### config.mk
export PLATFORM = sky130hd
export DESIGN_NAME = alu_sequencer
export DESIGN_NICKNAME = d
export VERILOG_FILES = /design/src/rtl/alu_sequencer.sv
export SDC_FILE = /design/constraint.sdc
export NUM_CORES = 1
export LEC_CHECK = 0
export BUFFER_PORTS_ARGS = -buffer_cell sky130_fd_sc_hd__buf_2
export CAP_MARGIN = 10
export CORE_AREA = 4 4 119 121
export CTS_CLUSTER_SIZE = 12
export DETAILED_ROUTE_END_ITERATION = 16
export DIE_AREA = 0 0 123 125
export HOLD_SLACK_MARGIN = 0.12
export REMOVE_ABC_BUFFERS = 1
export SETUP_SLACK_MARGIN = 0.2
export SLEW_MARGIN = 0
export SYNTH_ARGS = -nofsm -noshare
export SYNTH_HDL_FRONTEND = slang
export SYNTH_SLANG_ARGS = --single-unit
### constraint.sdc
create_clock -name clk -period 2.6 [get_ports clk]
set_input_delay 0.78 -clock clk [delete_from_list [all_inputs] [get_ports clk]]
set_output_delay 0.78 -clock clk [all_outputs]
set_load 0.03 [all_outputs]
### src/rtl/alu_sequencer.sv
// alu_sequencer: issues one request to an external combinational 32-bit ALU.
// Single-word ops take one ALU pass. ADD64/SUB64 take two chained passes,
// low word first. Results and flags come back over a registered response handshake.
//
// Build option: define ALU_SEQ_WIDE_EN to enable ADD64/SUB64 and the HI state.
// When it is undefined, ops 9/10 are illegal and rsp_result[63:32] stays 0.
//
// state | meaning
// ------+-----------------------------------------------
// IDLE  | waiting for a request, req_ready=1
// LO    | first (or only) ALU pass is on the ALU inputs
// HI    | upper-word pass of ADD64/SUB64
// RESP  | response held until rsp_ready
module alu_sequencer (
  input  logic        clk,
  input  logic        reset,
  input  logic        req_valid,
  output logic        req_ready,
  input  logic [3:0]  req_op,
  input  logic [63:0] req_a,
  input  logic [63:0] req_b,
  output logic [31:0] alu_a,
  output logic [31:0] alu_b,
  output logic [3:0]  alu_cntl,
  output logic        alu_carry_in,
  input  logic [31:0] alu_out,
  input  logic        alu_zero,
  input  logic        alu_carry_out,
  input  logic        alu_overflow,
  output logic        rsp_valid,
  input  logic        rsp_ready,
  output logic [63:0] rsp_result,
  output logic        rsp_zero,
  output logic        rsp_carry,
  output logic        rsp_overflow,
  output logic        rsp_err
);

  localparam logic [3:0] OP_ADD   = 4'd0;
  localparam logic [3:0] OP_SUB   = 4'd1;
  localparam logic [3:0] OP_AND   = 4'd2;
  localparam logic [3:0] OP_OR    = 4'd3;
  localparam logic [3:0] OP_XOR   = 4'd4;
  localparam logic [3:0] OP_NOR   = 4'd5;
  localparam logic [3:0] OP_SLT   = 4'd6;
  localparam logic [3:0] OP_SLTU  = 4'd7;
  localparam logic [3:0] OP_BNE   = 4'd8;
`ifdef ALU_SEQ_WIDE_EN
  localparam logic [3:0] OP_ADD64 = 4'd9;
  localparam logic [3:0] OP_SUB64 = 4'd10;
`endif

  localparam logic [3:0] C_AND  = 4'b0000;
  localparam logic [3:0] C_OR   = 4'b0001;
  localparam logic [3:0] C_ADD  = 4'b0010;
  localparam logic [3:0] C_XOR  = 4'b0011;
  localparam logic [3:0] C_SUB  = 4'b0110;
  localparam logic [3:0] C_BNE  = 4'b0111;
  localparam logic [3:0] C_NOR  = 4'b1100;
  localparam logic [3:0] C_SLT  = 4'b1101;
  localparam logic [3:0] C_SLTU = 4'b1110;

`ifdef ALU_SEQ_WIDE_EN
  typedef enum logic [1:0] {S_IDLE = 2'd0, S_LO = 2'd1, S_HI = 2'd2, S_RESP = 2'd3} state_t;
`else
  typedef enum logic [1:0] {S_IDLE = 2'd0, S_LO = 2'd1, S_RESP = 2'd3} state_t;
`endif

  state_t      state_q, state_d;
  logic        arith_q, arith_d;      // ADD/SUB: ALU carry/overflow are meaningful
  logic        illegal_q, illegal_d;
  logic [31:0] alu_a_q, alu_a_d;
  logic [31:0] alu_b_q, alu_b_d;
  logic [3:0]  alu_cntl_q, alu_cntl_d;
  logic        alu_cin_q, alu_cin_d;
  logic [63:0] rsp_result_q, rsp_result_d;
  logic        rsp_zero_q, rsp_zero_d;
  logic        rsp_carry_q, rsp_carry_d;
  logic        rsp_ovf_q, rsp_ovf_d;
  logic        rsp_err_q, rsp_err_d;

`ifdef ALU_SEQ_WIDE_EN
  logic        wide_q, wide_d;
  logic [31:0] a_hi_q, a_hi_d;
  logic [31:0] b_hi_q, b_hi_d;        // already inverted for SUB64
  logic [31:0] lo_result_q, lo_result_d;
  logic        lo_zero_q, lo_zero_d;
  logic        dec_wide;
`else
  logic        unused_hi;
  assign unused_hi = ^{req_a[63:32], req_b[63:32]};
`endif

  logic [3:0]  dec_cntl;
  logic        dec_arith;
  logic        dec_illegal;
  logic        dec_invert_b;

  // Decode the request opcode into ALU control and op class
  always_comb begin
    dec_cntl     = C_AND;
    dec_arith    = 1'b0;
    dec_illegal  = 1'b0;
    dec_invert_b = 1'b0;
`ifdef ALU_SEQ_WIDE_EN
    dec_wide     = 1'b0;
`endif
    case (req_op)
      OP_ADD:  begin dec_cntl = C_ADD; dec_arith = 1'b1; end
      OP_SUB:  begin dec_cntl = C_SUB; dec_arith = 1'b1; end
      OP_AND:  dec_cntl = C_AND;
      OP_OR:   dec_cntl = C_OR;
      OP_XOR:  dec_cntl = C_XOR;
      OP_NOR:  dec_cntl = C_NOR;
      OP_SLT:  dec_cntl = C_SLT;
      OP_SLTU: dec_cntl = C_SLTU;
      OP_BNE:  dec_cntl = C_BNE;
`ifdef ALU_SEQ_WIDE_EN
      // The ALU's subtract ignores CarryIn, so SUB64 is add-with-inverted-B.
      OP_ADD64: begin dec_cntl = C_ADD; dec_wide = 1'b1; end
      OP_SUB64: begin dec_cntl = C_ADD; dec_wide = 1'b1; dec_invert_b = 1'b1; end
`endif
      default: dec_illegal = 1'b1;
    endcase
  end

  // Next-state, ALU drive and response capture
  always_comb begin
    state_d      = state_q;
    arith_d      = arith_q;
    illegal_d    = illegal_q;
    alu_a_d      = 32'h0;
    alu_b_d      = 32'h0;
    alu_cntl_d   = 4'b0000;
    alu_cin_d    = 1'b0;
    rsp_result_d = rsp_result_q;
    rsp_zero_d   = rsp_zero_q;
    rsp_carry_d  = rsp_carry_q;
    rsp_ovf_d    = rsp_ovf_q;
    rsp_err_d    = rsp_err_q;
`ifdef ALU_SEQ_WIDE_EN
    wide_d       = wide_q;
    a_hi_d       = a_hi_q;
    b_hi_d       = b_hi_q;
    lo_result_d  = lo_result_q;
    lo_zero_d    = lo_zero_q;
`endif
    case (state_q)
      S_IDLE: begin
        if (req_valid) begin
          state_d   = S_LO;
          arith_d   = dec_arith;
          illegal_d = dec_illegal;
          if (!dec_illegal) begin
            alu_a_d    = req_a[31:0];
            alu_b_d    = dec_invert_b ? ~req_b[31:0] : req_b[31:0];
            alu_cntl_d = dec_cntl;
            alu_cin_d  = dec_invert_b;
          end
`ifdef ALU_SEQ_WIDE_EN
          wide_d = dec_wide;
          a_hi_d = req_a[63:32];
          b_hi_d = dec_invert_b ? ~req_b[63:32] : req_b[63:32];
`endif
        end
      end
      S_LO: begin
`ifdef ALU_SEQ_WIDE_EN
        if (wide_q) begin
          state_d     = S_HI;
          alu_a_d     = a_hi_q;
          alu_b_d     = b_hi_q;
          alu_cntl_d  = C_ADD;
          alu_cin_d   = alu_carry_out;
          lo_result_d = alu_out;
          lo_zero_d   = alu_zero;
        end else
`endif
        begin
          state_d = S_RESP;
          if (illegal_q) begin
            rsp_result_d = 64'h0;
            rsp_zero_d   = 1'b1;
            rsp_carry_d  = 1'b0;
            rsp_ovf_d    = 1'b0;
            rsp_err_d    = 1'b1;
          end else begin
            rsp_result_d = {32'h0, alu_out};
            rsp_zero_d   = alu_zero;
            // Carry/overflow float for logic ops; never let that reach the response.
            rsp_carry_d  = arith_q ? alu_carry_out : 1'b0;
            rsp_ovf_d    = arith_q ? alu_overflow  : 1'b0;
            rsp_err_d    = 1'b0;
          end
        end
      end
`ifdef ALU_SEQ_WIDE_EN
      S_HI: begin
        state_d      = S_RESP;
        rsp_result_d = {alu_out, lo_result_q};
        rsp_zero_d   = lo_zero_q & alu_zero;
        rsp_carry_d  = alu_carry_out;
        rsp_ovf_d    = alu_overflow;
        rsp_err_d    = 1'b0;
      end
`endif
      S_RESP: begin
        if (rsp_ready) state_d = S_IDLE;
      end
      default: state_d = S_IDLE;
    endcase
  end

  // State, ALU drive and response registers with synchronous reset
  always_ff @(posedge clk) begin
    if (reset) begin
      state_q      <= S_IDLE;
      arith_q      <= 1'b0;
      illegal_q    <= 1'b0;
      alu_a_q      <= 32'h0;
      alu_b_q      <= 32'h0;
      alu_cntl_q   <= 4'b0000;
      alu_cin_q    <= 1'b0;
      rsp_result_q <= 64'h0;
      rsp_zero_q   <= 1'b0;
      rsp_carry_q  <= 1'b0;
      rsp_ovf_q    <= 1'b0;
      rsp_err_q    <= 1'b0;
`ifdef ALU_SEQ_WIDE_EN
      wide_q       <= 1'b0;
      a_hi_q       <= 32'h0;
      b_hi_q       <= 32'h0;
      lo_result_q  <= 32'h0;
      lo_zero_q    <= 1'b0;
`endif
    end else begin
      state_q      <= state_d;
      arith_q      <= arith_d;
      illegal_q    <= illegal_d;
      alu_a_q      <= alu_a_d;
      alu_b_q      <= alu_b_d;
      alu_cntl_q   <= alu_cntl_d;
      alu_cin_q    <= alu_cin_d;
      rsp_result_q <= rsp_result_d;
      rsp_zero_q   <= rsp_zero_d;
      rsp_carry_q  <= rsp_carry_d;
      rsp_ovf_q    <= rsp_ovf_d;
      rsp_err_q    <= rsp_err_d;
`ifdef ALU_SEQ_WIDE_EN
      wide_q       <= wide_d;
      a_hi_q       <= a_hi_d;
      b_hi_q       <= b_hi_d;
      lo_result_q  <= lo_result_d;
      lo_zero_q    <= lo_zero_d;
`endif
    end
  end

  assign req_ready    = (state_q == S_IDLE);
  assign rsp_valid    = (state_q == S_RESP);
  assign alu_a        = alu_a_q;
  assign alu_b        = alu_b_q;
  assign alu_cntl     = alu_cntl_q;
  assign alu_carry_in = alu_cin_q;
  assign rsp_result   = rsp_result_q;
  assign rsp_zero     = rsp_zero_q;
  assign rsp_carry    = rsp_carry_q;
  assign rsp_overflow = rsp_ovf_q;
  assign rsp_err      = rsp_err_q;

endmodule

# Word-level counts from Yosys, hierarchy flattened
# Cells that the tools add are included.
# totals
regBits	140
word_cells	46
# classes
reduce_logical	7
eq_ne	12
n_mux	13
bitwise	3
# op_table
operator	count
$mux W32	1
$pmux W4 S8	1
$eq A4 B3 Y1 const B	4
$reduce_or A9 Y1	1
$eq A4 B2 Y1 const B	2
$mux W1	8
$pmux W2 S3	1
$eq A4 B1 Y1 const B	1
$eq A4 B4 Y1 const B	1
$logic_not A4 Y1	1
$mux W2	2
$reduce_and A2 Y1	2
$reduce_or A4 Y1	1
$not A1 Y1	3
$eq A2 B1 Y1 const B	1
$eq A2 B2 Y1 const B	1
$logic_not A2 Y1	1
$ne A2 B1 Y1 const B	1
$ne A2 B2 Y1 const B	1
$reduce_or A2 Y1	1

# Longest topological paths before layout
# Gate-level depths: netlist (run 1).
# depth
depth_word	4
ltp_mapped	6
depth_no_buf	3

# Worst setup path after synthesis (run 1)
# OpenSTA, ideal clock, no wires.
# synth_timing
kind	input port to flip-flop
from	in reset
to	reg alu_a_q[10] (netlist: alu_a[10])
setup_ns	0.059
slack_ns	0.692
t_arrival_ns	1.849
stages	6
required_time_ns	2.541
cell_sequence	or4b_1 buf_2 nor2b_2 buf_6 buf_6 and2_1
# synth_via
elab_chain_cells	1
# synth_lines
item	line_no	source
start, declared	16	input logic reset,
$reduce_or A4 Y1 (no line)	-	
end signal, assigned	240	alu_a_q <= alu_a_d;
end, declared	72	logic [31:0] alu_a_q, alu_a_d;
# Every way passes these cells.
# A chain may end at the register's enable or synchronous reset.

# Worst setup path in the final report (run 1)
# layout_timing
from	reg state_q[1]
to	out rsp_valid
# layout_via
elab_chain_cells	1
# layout_lines
item	line_no	source
start, declared	69	state_t state_q, state_d;
start signal, assigned	237	state_q <= state_d;
$eq A2 B2 Y1	260	assign rsp_valid = (state_q == S_RESP);
end, declared	30	output logic rsp_valid,
# Every way passes these cells.

==> results.md, run 1 <==
- Post-CTS Resized: 0
- Cell Chain, Critical Path: and2_1 > buf_2
- Share of layout cells above drive strength 1: between 40% and 50%
- VDD IR max: 0.432 mV
- Clock latency on the worst-skew pair: around 0.34 ns
- Deepest clock path buffer count: 2
- Hold Buf Count CTS: 0
- Layout Cells excl Fill: 753
- RSZ-0062 raised after global routing: no
- Die area: roughly 0.015 mm^2
- Placed cell area: 0.00479 mm^2
- Largest net degree at the start of global routing: 65
- Max-slew headroom: between 30% and 40%
- Final min period: around 1.9 ns
- Row Count: 42
- Maxcap violations: 0
- Highest Clock Rate: ~520 MHz
- Worst Setup SP: state_q[1]$_SDFFE_PP0P_
- Leak: 2.53 nW
- Final Hold Viols: 0
- Slew at the pin closest to its max-slew limit: 1.00 ns
- Crit end category: primary output
- Vert. Die Dim: approximately 130 um
- Initial antenna violation count: 0
- Root Driver: clkbuf_16
- Vias per inst: around 4.1
- Num CTS Buffers: 9
- Slowest CP cell: dfxtp_1
- Core Area: ~0.013 mm^2
- Vias: 3100
- Largest fanout on the critical path: 8
- Port Buffer Count: 212
- Nets: 743
- Setup TNS: 0 ns
- GRT Resource Usage Total: between 10% and 20%
- Finished Cell Area: approximately 0.0051 mm^2
- 1st-pass router iterations: 6
- Antenna Nets Post-Route: 0
- Num ports: 310
- Worst Hold Launch: rsp_result[29]$_SDFFE_PP0P_
- Setup-failing EPs final: 0
- Starting Density: between 20% and 30%
- Global route overflow: 0
- Total Wirelength: 9620 um
- Worst Path Arrival: 1.13 ns
- Synth cell types: 29
- TritonCTS clock tree: yes
- R2R Setup Slk: 0.90 ns
- Critical path type: register to primary output
- Seq/Total Area, Yosys: 57.9%
- Slew Viols, Final: 0
- CP required: ~1.8 ns
- Yosys warning count: 0
- Yosys reg bits: roughly 110
- Avg Cell Area, Syn: slightly above 10 um^2
- Pwr/cell area: 722 mW/mm^2
- Crit start category: register
- Worst r2r src: state_q[1]$_SDFFE_PP0P_
- # diodes: 0
- Post-DP HPWL: approximately 7400 um
- Post-Syn Area: 0.00373 mm^2
- DR iter-0 viols: 74
- Worst min path class: register to register
- Die Width: 123 um
- Placed cells: between 700 and 800
- Vias in the first global route: between 3000 and 4000
- Final period util: between 70% and 80%
- GPL Wtd Cong: 0.731
- Status: finished clean
- # DRC: 0
- Clock Sinks: 108
- Syn-to-layout area delta: 36.5%
- Clock slew at reported path FFs: 0.07 ns
- Post-synthesis cell count: 370
- CP delay by family, top: flip-flops
- Setup repair bufs after CTS: 0
- Max incr delay on CP: 0.44 ns
- CP Buf/Inv Count: 1
- Htree depth: 3
- Skew final: around 0.0067 ns
- Global-route wire length before repair: 14400 um
- DR WL/cell: 12.8 um
layout by cell type (no fill, tap or decap), drive strengths merged, types with 2 or more instances in the layout:
cell type / Yosys / routed
nor2: 5 / 5
nand3: 3 / 3
a21oi: 38 / 38
or4b: 2 / 2
nor2b: 4 / 4
clkbuf: 15 / 9
nor3b: 3 / 3
nand3b: 32 / 32
buf: 42 / 216
nand2: 36 / 36
clkinv: 0 / 2
nand2b: 3 / 3
and2: 65 / 65
inv: 1 / 5
nor3: 3 / 3
dfxtp: 108 / 108
conb: 1 / 33
a31oi: 2 / 2
per-stage QoR:
step	power [mW]	setup WS, ns	utilization, %	hold WS [ns]
2_1_floorplan	2.13	0.132	-	0.452
3_3_place_gp	2.33	0.458	36.6	0.435
3_5_place_dp	2.34	0.434	36.6	0.443
4_1_cts	3.75	0.656	39.0	0.453
5_1_grt	3.87	0.601	39.0	0.462
6_report	3.68	0.687	39.0	0.448
path summary, 6_finish.rpt:
kind | endpoint | cells after the start
setup / recovery | rsp_valid | 2
hold / removal | rsp_result[29]$_SDFFE_PP0P_ | 2
setup reg to reg | alu_a[15]$_SDFF_PP0_ | 4
hold reg to reg | rsp_result[29]$_SDFFE_PP0P_ | 2
logic make-up after synthesis:
family / synth area share [%]
mux: 0.268
simple gates: 24.8
compound gates: 6.37
buf+inv: 10.6
flops: 57.9
other cells: 0.100
metal layers:
metal | up-vias | GRT usage, % | share of wire, %
met5 | - | 0 | 0
met4 | 0 | 4.50 | 1.4
met3 | 9 | 7.50 | 16
met2 | 183 | 19.2 | 46
met1 | 1379 | 12.5 | 37
li1 | 1529 | - | -
synthesized netlist by cell type (all sizes together):
master,number,area [um^2]
mux2i,1,10.0
o21ai,1,5.00
nor2,5,18.8
nand3b,32,240
inv,1,3.75
a211o,1,8.76
nand2,36,135
nand3,3,15.0
nor3b,3,22.5
a21oi,38,190
o22ai,1,6.26
dfxtp,108,2160
a31oi,2,12.5
nor3,3,15.0
and2,65,407
o31ai,1,7.51
nor2b,4,27.5
conb,1,3.75
clkbuf,15,56.3
or4b,2,20.0
nand2b,3,18.8
or2,1,6.26
buf,42,335
a211oi,1,7.51
power breakdown:
group / total [mW] / switching, mW / internal (mW)
Sequential: 1.76 / 0.0382 / 1.73
Combinational: 0.534 / 0.358 / 0.176
Clock: 1.38 / 0.621 / 0.764
registers in the layout, indices dropped and copies added (netlist names):
| signal | flops |
|---|---|
| arith_q | 1 |
| alu_a | 32 |
| state_q | 2 |
| alu_b | 32 |
| rsp_err | 1 |
| rsp_result | 32 |
| rsp_carry | 1 |
| illegal_q | 1 |
| rsp_overflow | 1 |
| alu_cntl | 4 |
| rsp_zero | 1 |
worst reg2reg max path, stage by stage, from the launching register on:
cell	delay [ns]
dfxtp_1	0.37
or4b_1	0.69
nor2b_4	0.18
buf_12	0.21
and2_1	0.19
area by class of cell:
cell class / count / area, um^2
Timing Repair Buffer: 216 / 1100
Sequential cell: 108 / 2160
Inverter: 1 / 3.75
Fill cell: 1317 / 7990
Tap cell: 176 / 220
Clock buffer: 9 / 225
Multi-Input combinational cell: 236 / 1310
Clock inverter: 7 / 80.1
Power figures use the tool's default switching activity.
==> run 2, diff against run 1 <==
Settings changed: CORE_AREA 4 4 119 121 to 4 4 117 119, DIE_AREA 0 0 123 125 to 0 0 121 123.
Clock period 2.6 ns to 2 ns, I/O delays scaled along.
==> run 2 against run 1 <==
  * Sequential share of layout area barely moved
  * Final area hardly changed
  * Combinational power increased by 33%
  * Sequential power up 30%
  * Non-clock buffer count up 2
  * Setup slack worse by 0.41 ns
  * Via count down 1.0%
==> results.md, run 2 (synthesis results as in run 1) <==
- GRT Resource Usage Total: 12.9% (+0.98 points)
- Post-DP HPWL: 7470 um (+1.6%)
- Num ports: 310 (unchanged)
- # diodes: 0 (unchanged)
- Vert. Die Dim: 123 um (-1.6%)
- Int Pwr: 3.38 mW (+27%)
- Root Driver: clkbuf_16
- Num CTS Buffers: 9 (unchanged)
- Leak: 2.52 nW (-0.24%)
- Most frequent cells in the layout: 212 x buf_2, 107 x dfxtp_1, 65 x and2_1
- Highest Clock Rate: about 580 MHz
- Hold Buf Count CTS: 0 (unchanged)
- Crit end category: primary output
- Vias per inst: 4.09 (-0.74%)
- Setup-failing EPs final: 0 (unchanged)
- Crit start category: register
- Vias: 3069 (-1.0%)
- Share of layout cells above drive strength 1: 41.3% (+0.38 points)
- Worst r2r src: state_q[0]$_SDFFE_PP0P_
- Reg power frac: 48.3% (+0.4 points)
- Skew final: 0.00716 ns (+0.000452 ns)
- # DRC: 0 (unchanged)
- Pwr/cell area: 927 mW/mm^2 (+28%)
- Layout Cells excl Fill: 751 (-0.27%)
- TritonCTS clock tree: yes
- Leading cell type in the layout, fill and taps excluded: buf_2
- Row Count: 41 (-2.4%)
- Nets: 745 (+0.27%)
- Vias in the first global route: 3064 (+2.0%)
- Deepest clock path buffer count: 2 (unchanged)
- Clock slew at reported path FFs: 0.08 ns (about the same)
- Global route overflow: 0 (unchanged)
- Final Hold Viols: 0 (unchanged)
- Status: finished clean
- Clk network pwr share: 36.7% (-0.9 points)
- Maxcap violations: 0 (unchanged)
- Worst Hold Launch: req_a[30]
- Largest net degree at the start of global routing: 65 (unchanged)
- Clock Sinks: 108 (unchanged)
- Combinational share of power: 15.0% (+0.5 points)
- RSZ-0062 raised after global routing: no
- Port Buffer Count: 212 (unchanged)
- Sw frac: 28.6% (+0.95 points)
- Antenna Nets Post-Route: 0 (unchanged)
- Largest fanout on the critical path: 7 (-1)
- Setup repair bufs after CTS: 0 (unchanged)
- Die area: 0.0149 mm^2 (-3.2%)
- Cell count of the worst reg-to-reg path: 4 (unchanged)
- Worst min path class: input pin to register
- Post-CTS Resized: 0 (unchanged)
- Total Wirelength: 9880 um (+2.7%)
- Sw power: 1.35 mW (+33%)
- Core Area: 0.0126 mm^2 (-3.9%)
- Setup TNS: 0 ns (unchanged)
- Slew Viols, Final: 0 (unchanged)
- Initial antenna violation count: 0 (unchanged)
- Final period util: roughly 86%
- DR iter-0 viols: 85 (+15%)
- Critical path type: register to primary output
- GPL Wtd Cong: 0.763 (+4.3%)
- DR WL/cell: 13.2 um (+3.0%)
- Destination of the worst hold path: alu_a[30]$_SDFF_PP0_
- Starting Density: 29.7% (+1.2 points)
- 1st-pass router iterations: 4 (-2)
- Die Width: 121 um (-1.6%)
- R2R Setup Slk: 0.39 ns (-0.51 ns)
- Worst Path Arrival: 1.12 ns (about the same)
- Final min period: ~1.7 ns
- Hold Path Depth: 2 (unchanged)
- CP required: 1.40 ns (-0.42 ns)
- Placed cell area: 0.00480 mm^2 (+0.21%)
- VDD IR max: 0.425 mV (-1.5%)
- Global-route wire length before repair: 14900 um (+3.3%)
- Reg2reg end: alu_a[19]$_SDFF_PP0_
- Placed cells: 735 (-0.27%)
- Clock latency on the worst-skew pair: 0.35 ns (about the same)
- Htree depth: 3 (unchanged)
- Syn-to-layout area delta: 36.5% (about the same)
- Finished Cell Area: 0.00510 mm^2 (about the same)
[run 2: worst max path at each step]
stage / end / slack, ns / from / cells past startpoint
3_3_place_gp: alu_a[19]$_SDFF_PP0_ / 0.09 / reset / 5
5_1_grt: rsp_valid / 0.21 / state_q[0]$_SDFFE_PP0P_ / 2
3_5_place_dp: alu_a[19]$_SDFF_PP0_ / 0.07 / reset / 5
6_report: rsp_valid / 0.28 / state_q[0]$_SDFFE_PP0P_ / 2
4_1_cts: rsp_valid / 0.23 / state_q[1]$_SDFFE_PP0P_ / 2
2_1_floorplan: alu_a[0]$_SDFF_PP0_ / -0.29 / reset / 3
[run 2: power groups by stage]
stage	Combinational [mW]	Sequential [mW]	Clock, mW
floorplan	0.251	2.51	0
global placement	0.710	2.33	0
detailed placement	0.717	2.33	0
CTS	0.718	2.28	1.80
global route	0.770	2.29	1.90
finish	0.708	2.28	1.73
[run 2: worst max-delay path: stages (launching register included)]
cell	delay [ns]
dfxtp_1	0.43
and2_1	0.15
buf_2	0.19
[run 2: per-layer routing]
metal	GRT usage, %	wire (um)	vias to the layer above
li1	-	-	1534
met1	12.8	3550	1361
met2	21.4	4660	164
met3	8.33	1520	10
met4	5.31	151	0
met5	0	0	-
[run 2: cell type report]
cell class	count	area, um^2
clock buffers	10	239
inverters	1	3.75
well taps	172	215
repair buffers	218	1120
clock inverters	6	52.6
flip-flops and latches	108	2160
fillers	1279	7470
multi-input cells	236	1310
[run 2: stage by stage]
stage	hold slack [ns]	worst slack [ns]	total power, mW	utilization, %
after global placement	0.434	0.0909	3.04	38.2
after floorplan	0.452	-0.288	2.76	-
after detailed placement	0.444	0.0722	3.05	38.2
after CTS	0.424	0.233	4.80	40.5
final	0.442	0.279	4.73	40.6
after global routing	0.425	0.212	4.97	40.6
